### src/rtl/sos_control.sv
// Sequencer that walks the S/O pulse generator through "S O S", once, N times or until abort.
// Owns the generator's func_start/func_done handshake and times inter-letter/inter-word gaps.
module sos_control #(
  parameter logic [15:0] T1MS          = 16'd49_999,
  parameter logic [9:0]  LETTER_GAP_MS = 10'd100,
  parameter logic [9:0]  WORD_GAP_MS   = 10'd300
) (
  input  logic       clk,
  input  logic       rst,
  input  logic       start,
  input  logic       abort,
  input  logic [3:0] repeat_num,
  input  logic       func_done,
  output logic [1:0] func_start,
  output logic       busy,
  output logic       done,
  output logic       aborted,
  output logic [1:0] letter_idx,
  output logic [3:0] word_cnt
);

  typedef enum logic [2:0] {
    IDLE      = 3'd0,
    REQ       = 3'd1,
    WAIT_DONE = 3'd2,
    LGAP      = 3'd3,
    WGAP      = 3'd4,
    FINISH    = 3'd5
  } state_t;

  state_t      state_r;
  logic [3:0]  rep_r;
  logic        abort_pend_r;
  logic [15:0] pre_r;
  logic [9:0]  ms_r;

  logic        abort_s;
  logic [3:0]  word_next_s;
  logic [9:0]  gap_len_s;
  logic        ms_tick_s;
  logic        gap_end_s;

  // Letter positions 0 and 2 are S, position 1 is O.
  function automatic logic [1:0] letter_code(input logic [1:0] idx);
    case (idx)
      2'd1:    letter_code = 2'b01;
      default: letter_code = 2'b10;
    endcase
  endfunction

  // Abort qualification, next word count and gap terminal-count decode.
  always_comb begin
    abort_s     = abort_pend_r | abort;
    word_next_s = word_cnt + 4'd1;
    gap_len_s   = (state_r == WGAP) ? WORD_GAP_MS : LETTER_GAP_MS;
    ms_tick_s   = (pre_r == T1MS);
    gap_end_s   = (gap_len_s == 10'd0) || (ms_tick_s && (ms_r == (gap_len_s - 10'd1)));
  end

  // Sequencer FSM with registered outputs.
  always_ff @(posedge clk) begin
    if (rst) begin
      state_r      <= IDLE;
      rep_r        <= 4'd0;
      abort_pend_r <= 1'b0;
      pre_r        <= 16'd0;
      ms_r         <= 10'd0;
      func_start   <= 2'b00;
      busy         <= 1'b0;
      done         <= 1'b0;
      aborted      <= 1'b0;
      letter_idx   <= 2'd0;
      word_cnt     <= 4'd0;
    end else begin
      done    <= 1'b0;
      aborted <= 1'b0;
      case (state_r)
        IDLE: begin
          if (start) begin
            rep_r        <= repeat_num;
            letter_idx   <= 2'd0;
            word_cnt     <= 4'd0;
            abort_pend_r <= 1'b0;
            busy         <= 1'b1;
            func_start   <= letter_code(2'd0);
            state_r      <= REQ;
          end else begin
            state_r <= IDLE;
          end
        end
        REQ: begin
          abort_pend_r <= abort_s;
          state_r      <= WAIT_DONE;
        end
        WAIT_DONE: begin
          abort_pend_r <= abort_s;
          // The request is held through the done cycle and dropped on this edge.
          if (func_done) begin
            func_start <= 2'b00;
            if (abort_s) begin
              done    <= 1'b1;
              aborted <= 1'b1;
              state_r <= FINISH;
            end else if (letter_idx < 2'd2) begin
              letter_idx <= letter_idx + 2'd1;
              pre_r      <= 16'd0;
              ms_r       <= 10'd0;
              state_r    <= LGAP;
            end else begin
              word_cnt   <= word_next_s;
              letter_idx <= 2'd0;
              if ((rep_r != 4'd0) && (word_next_s == rep_r)) begin
                done    <= 1'b1;
                state_r <= FINISH;
              end else begin
                pre_r   <= 16'd0;
                ms_r    <= 10'd0;
                state_r <= WGAP;
              end
            end
          end else begin
            state_r <= WAIT_DONE;
          end
        end
        LGAP, WGAP: begin
          abort_pend_r <= abort_s;
          if (abort_s) begin
            done    <= 1'b1;
            aborted <= 1'b1;
            state_r <= FINISH;
          end else if (gap_end_s) begin
            func_start <= letter_code(letter_idx);
            state_r    <= REQ;
          end else if (ms_tick_s) begin
            pre_r <= 16'd0;
            ms_r  <= ms_r + 10'd1;
          end else begin
            pre_r <= pre_r + 16'd1;
          end
        end
        FINISH: begin
          busy    <= 1'b0;
          state_r <= IDLE;
        end
        default: begin
          func_start <= 2'b00;
          busy       <= 1'b0;
          state_r    <= IDLE;
        end
      endcase
    end
  end

endmodule

### config.mk
export PLATFORM = sky130hd
export DESIGN_NAME = sos_control
export DESIGN_NICKNAME = d
export VERILOG_FILES = /design/src/rtl/sos_control.sv
export SDC_FILE = /design/constraint.sdc
export NUM_CORES = 1
export LEC_CHECK = 0
export CAP_MARGIN = 20
export CORE_MARGIN = 10
export CORE_UTILIZATION = 37
export CTS_BUF_LIST = sky130_fd_sc_hd__clkbuf_4 sky130_fd_sc_hd__clkbuf_8
export DETAILED_ROUTE_END_ITERATION = 12
export PLACE_DENSITY_LB_ADDON = 0.08
export SLEW_MARGIN = 20
export SYNTH_ARGS = -nofsm -noshare
export SYNTH_HDL_FRONTEND = slang
export SYNTH_SLANG_ARGS = --single-unit
### constraint.sdc
create_clock -name clk -period 2.9 [get_ports clk]
set_input_delay 0.58 -clock clk [delete_from_list [all_inputs] [get_ports clk]]
set_output_delay 0.58 -clock clk [all_outputs]
set_load 0.05 [all_outputs]
Word level (Yosys, flattened, before mapping)
Index checks and enable logic that the tools add are counted.

storage, ports and cells
  input port bits = 9
  word-level logic and storage cells = 112
  output and inout port bits = 11
  bits in registers = 45

operators by class
  equality and inequality tests = 19
  reductions and logical operators = 20
  bitwise gates (word level) = 3
  $add $sub $neg = 5
  muxes and demuxes = 53
  order comparisons = 1

operators by type and width
  kind                     number
  $mux W16                 7
  $mux W10                 7
  $pmux W16 S2             1
  $pmux W10 S2             1
  $mux W2                  9
  $add A16 B1 Y16 const B  1
  $eq A16 B16 Y1 const B   1
  $mux W4                  4
  $ne A2 B2 Y1 const B     8
  $mux W3                  5
  $pmux W3 S4              1
  $add A10 B1 Y10 const B  1
  $eq A10 B10 Y1           1
  $logic_not A10 Y1        1
  $mux W1                  10
  $reduce_and A5 Y1        2
  $sub A9 B1 Y10 const B   1
  $mux W9                  1
  $pmux W1 S2              4
  $pmux W2 S4              1
  $pmux W4 S2              1
  $reduce_and A7 Y1        1
  $eq A3 B2 Y1 const B     2
  $eq A3 B3 Y1 const B     2
  20 further kinds         28

Longest topological paths before layout
  depth in word-level cells = 9
  gate-level depth with buffers = 8
  gate-level depth less buffers = 7

Least setup slack after synthesis
Ideal clock, no wire load.

  path type = flip-flop to flip-flop
  from = register word_cnt[0]
  to = register ms_r[9]
  path buffers = 1
  arrival = 2.300 ns
  path slack = 0.504 ns
  stages on the path, launching flop included = 8
  library setup time = 0.096 ns
  period minus slack after synthesis = 2.396 ns
  required time = 2.804 ns
  path through = dfxtp_1 -> nand3_2 -> xor2_2 -> mux2i_4 -> o31ai_4 -> or3_1 -> buf_2 -> o41ai_2

between the ends
  longest elaborated chain between the ends = 5

RTL lines
  item                         RTL line  RTL
  from (decl)                  19        output logic [3:0] word_cnt
  from (signal assigned)       110       word_cnt <= word_next_s;
  $add A4 B1 Y4                54        word_next_s = word_cnt + 4'd1;
  $eq A4 B4 Y1                 112       if ((rep_r != 4'd0) && (word_next_s == rep_r)) begin
  $logic_and A1 B1 Y1          112
  $ne A3 B3 Y1 (no line)       --
  $reduce_and A7 Y1 (no line)  --
  to (signal assigned)         136       ms_r <= ms_r + 10'd1;
  to (decl)                    35        logic [9:0] ms_r;

Every way passes these cells.
A chain may end at the register's enable or synchronous reset.

Worst setup path after layout
  from = register word_cnt[0]
  to = register ms_r[5]

The elaborated chain is that of the path after synthesis.

==> out/metrics.cfg <==
[detailed_routing]
drt_first_pass_iters = 4
vias = 2406
wirelength_mm = 6.638
drt_iter0_markers = 138
antenna_left = 0
wl_per_cell_um = 15.55
post_drt_via_cell_ratio = 5.635
drt_drc_violations_left = 0

[logic_synthesis]
synth_nets = 324
synth_area_per_cell_um2 = 8.261
synth-main-ff-cell = dfxtp_1
async_flop_share_pct = 0
netlist_area_um2 = 2577
synth-seq-cells = 45
synth.distinct_cells = 58
ys_warn_count = 0
synthCells = 312
seq_area_frac_synth_pct = 34.95
synth_edf_count = 0

[cts]
cts_buffer_depth = 2
clockRootBuffer = clkbuf_8
clkSinkCount = 45
clock_latency_ns = 0.30
h-tree-depth = 2
cts_hold_buf = 0
cts_setup_buffers = 0
clk_pin_slew_ns = 0.09
cts_resized = 0
cts_tree = built
cts-buffers-inserted = 5

[timing]
rsz0062_at_grt = false
setup_viol = 0
fmax_ghz = 0.4028
relSlewSlack_pct = 50.78
whs_ns = 0.4557
slew_violations = 0
fin_crit_ns = 2.483
hold_viol = 0
final.period_utilization_pct = 85.61
clock_skew_ns = 0.01315
worst_slew_pin_slew_ns = 0.7316
tns_ns = 0

[global_route]
grt_pass1_wl_mm = 11.51
grt_remaining_overflow = 0
track_usage_pct = 13.37
antenna_found_initial = 0
grt_max_degree = 31
grt_pass1_vias = 2300

[power_and_ir_drop]
p_int_mw = 1.018
p_switching_mw = 0.3932
combPwrFrac_pct = 17.1
seqPwrFrac_pct = 46.7
swShare_pct = 27.87
clockPowerShare_pct = 36.1
p_per_area_nw_per_um2 = 468.2
ir_worst_vdd_mv = 0.1679
p_leak_nw = 1.027

[final_layout]
drive_above_1_share_pct = 9.366
design_area_um2 = 3014
area_delta_synth_final_pct = 16.94
n_antenna_cell = 0
final_cell_mix = dfxtp_1, nand2_1, nor2_1, a21oi_1, clkdlybuf4s50_1
final_common_cell = dfxtp_1
layout.nets = 342

[run_status]
status = finished clean

[flow_run]
maxCapViolCount = 0

[hold_path]
hp-class = register to register

[placed_design]
dpl_cell_area_um2 = 2894
port_buffers = 19
hpwlAfterDp_mm = 4.682
place_congestion = 0.8107

[die]
die_width_um = 103.5
dieArea_um2 = 10710
pin_count = 20
initial_core_util_pct = 37.94
coreArea_um2 = 6794
num_rows = 30
fp.dieH_um = 103.5

[setup_path]
startpoint_type = register
path_max_fanout = 16
cp.required_ns = 3.06
cp-end-kind = register
cp.arrival_ns = 2.65
worstSetupPathType = register to register

cell type report:
type | count | area [um2]
fill | 703 | 3780
multi-input combinational | 245 | 1589
sequential | 45 | 900.9
timing repair buffer | 30 | 272.8
tap | 96 | 120.1
clock buffer | 7 | 90.09
clock inverter | 1 | 30.03
inverter | 3 | 11.26
stage by stage:
step	instances	util (%)	power [mW]	setup WS [ns]
after floorplan	312	-	0.8338	0.5042
after global placement	419	42.60	0.9153	0.2672
after detailed placement	419	42.60	0.9160	0.2450
after CTS	427	44.36	1.428	0.3902
after global routing	427	44.36	1.481	0.08668
final	427	44.36	1.411	0.4174
worst max-delay path: stages, from the launching register on:
cell and delay, ns:
dfxtp_1 0.47, ha_1 0.25, xor2_1 0.19, xnor2_1 0.13, nand3_1 0.19, o31ai_4 0.57
or3_1 0.41, o21ai_1 0.12
worst paths after layout:
kind,start,to,slack [ns],cells after the start
min reg2reg,func_start[0],func_start[0],0.46,2
max,word_cnt[0],ms_r[5],0.42,7
max reg2reg,word_cnt[0],ms_r[5],0.42,7
min,func_start[0],func_start[0],0.46,2
power by group through the flow:
stage | registers (mW) | logic [mW] | clock network (mW)
6_report | 0.660 | 0.242 | 0.510
5_1_grt | 0.664 | 0.267 | 0.550
4_1_cts | 0.659 | 0.243 | 0.525
3_5_place_dp | 0.674 | 0.242 | 0
3_3_place_gp | 0.673 | 0.242 | 0
2_1_floorplan | 0.690 | 0.144 | 0
synth_stat cells, drive strengths merged, types with 4 or more instances:
cell type,instances,area share (%)
nor2,31,4.6
clkbuf,13,1.9
and3,10,2.4
nor3b,4,1.4
buf,6,1.1
a21oi,19,3.7
nor4b,5,1.7
a21o,4,1.2
or3,4,0.97
nand2,32,4.7
o311ai,9,3.1
mux2i,10,4.4
dfxtp,45,35
nor3,6,1.2
o41ai,5,2.9
a311oi,10,3.4
a31oi,9,2.2
o21ai,22,4.3
nand3,15,3.1
per-layer routing:
layer  global-route usage [%]  vias up  share of wire (%)
li1                         -     1221                  -
met1                    17.97     1146                 50
met2                    20.86       32                 45
met3                    3.189        7                4.3
met4                    3.529        0                1.2
met5                        0        -                  0
registers in the layout (all words and copies together) (netlist names):
register / flops
abort_pend_r: 1
letter_idx: 2
rep_r: 4
done: 1
func_start: 2
word_cnt: 4
pre_r: 16
state_r: 3
ms_r: 10
busy: 1
aborted: 1
kinds of logic (layout without fill, tap and decap cells):
kind of cell               Yosys count  after routing  synth area share, %
AOI/OAI and AO/OA                   93             93                25.73
DFF                                 45             45                34.95
xor gates and xnor gates             5              5                1.991
and+or+nand+nor                    134            134                28.11
adders and majority gates            3              3                1.456
buffers and inverters               22             41                3.398
muxes                               10             10                4.369
No activity file was read; power rests on OpenSTA's default activity.
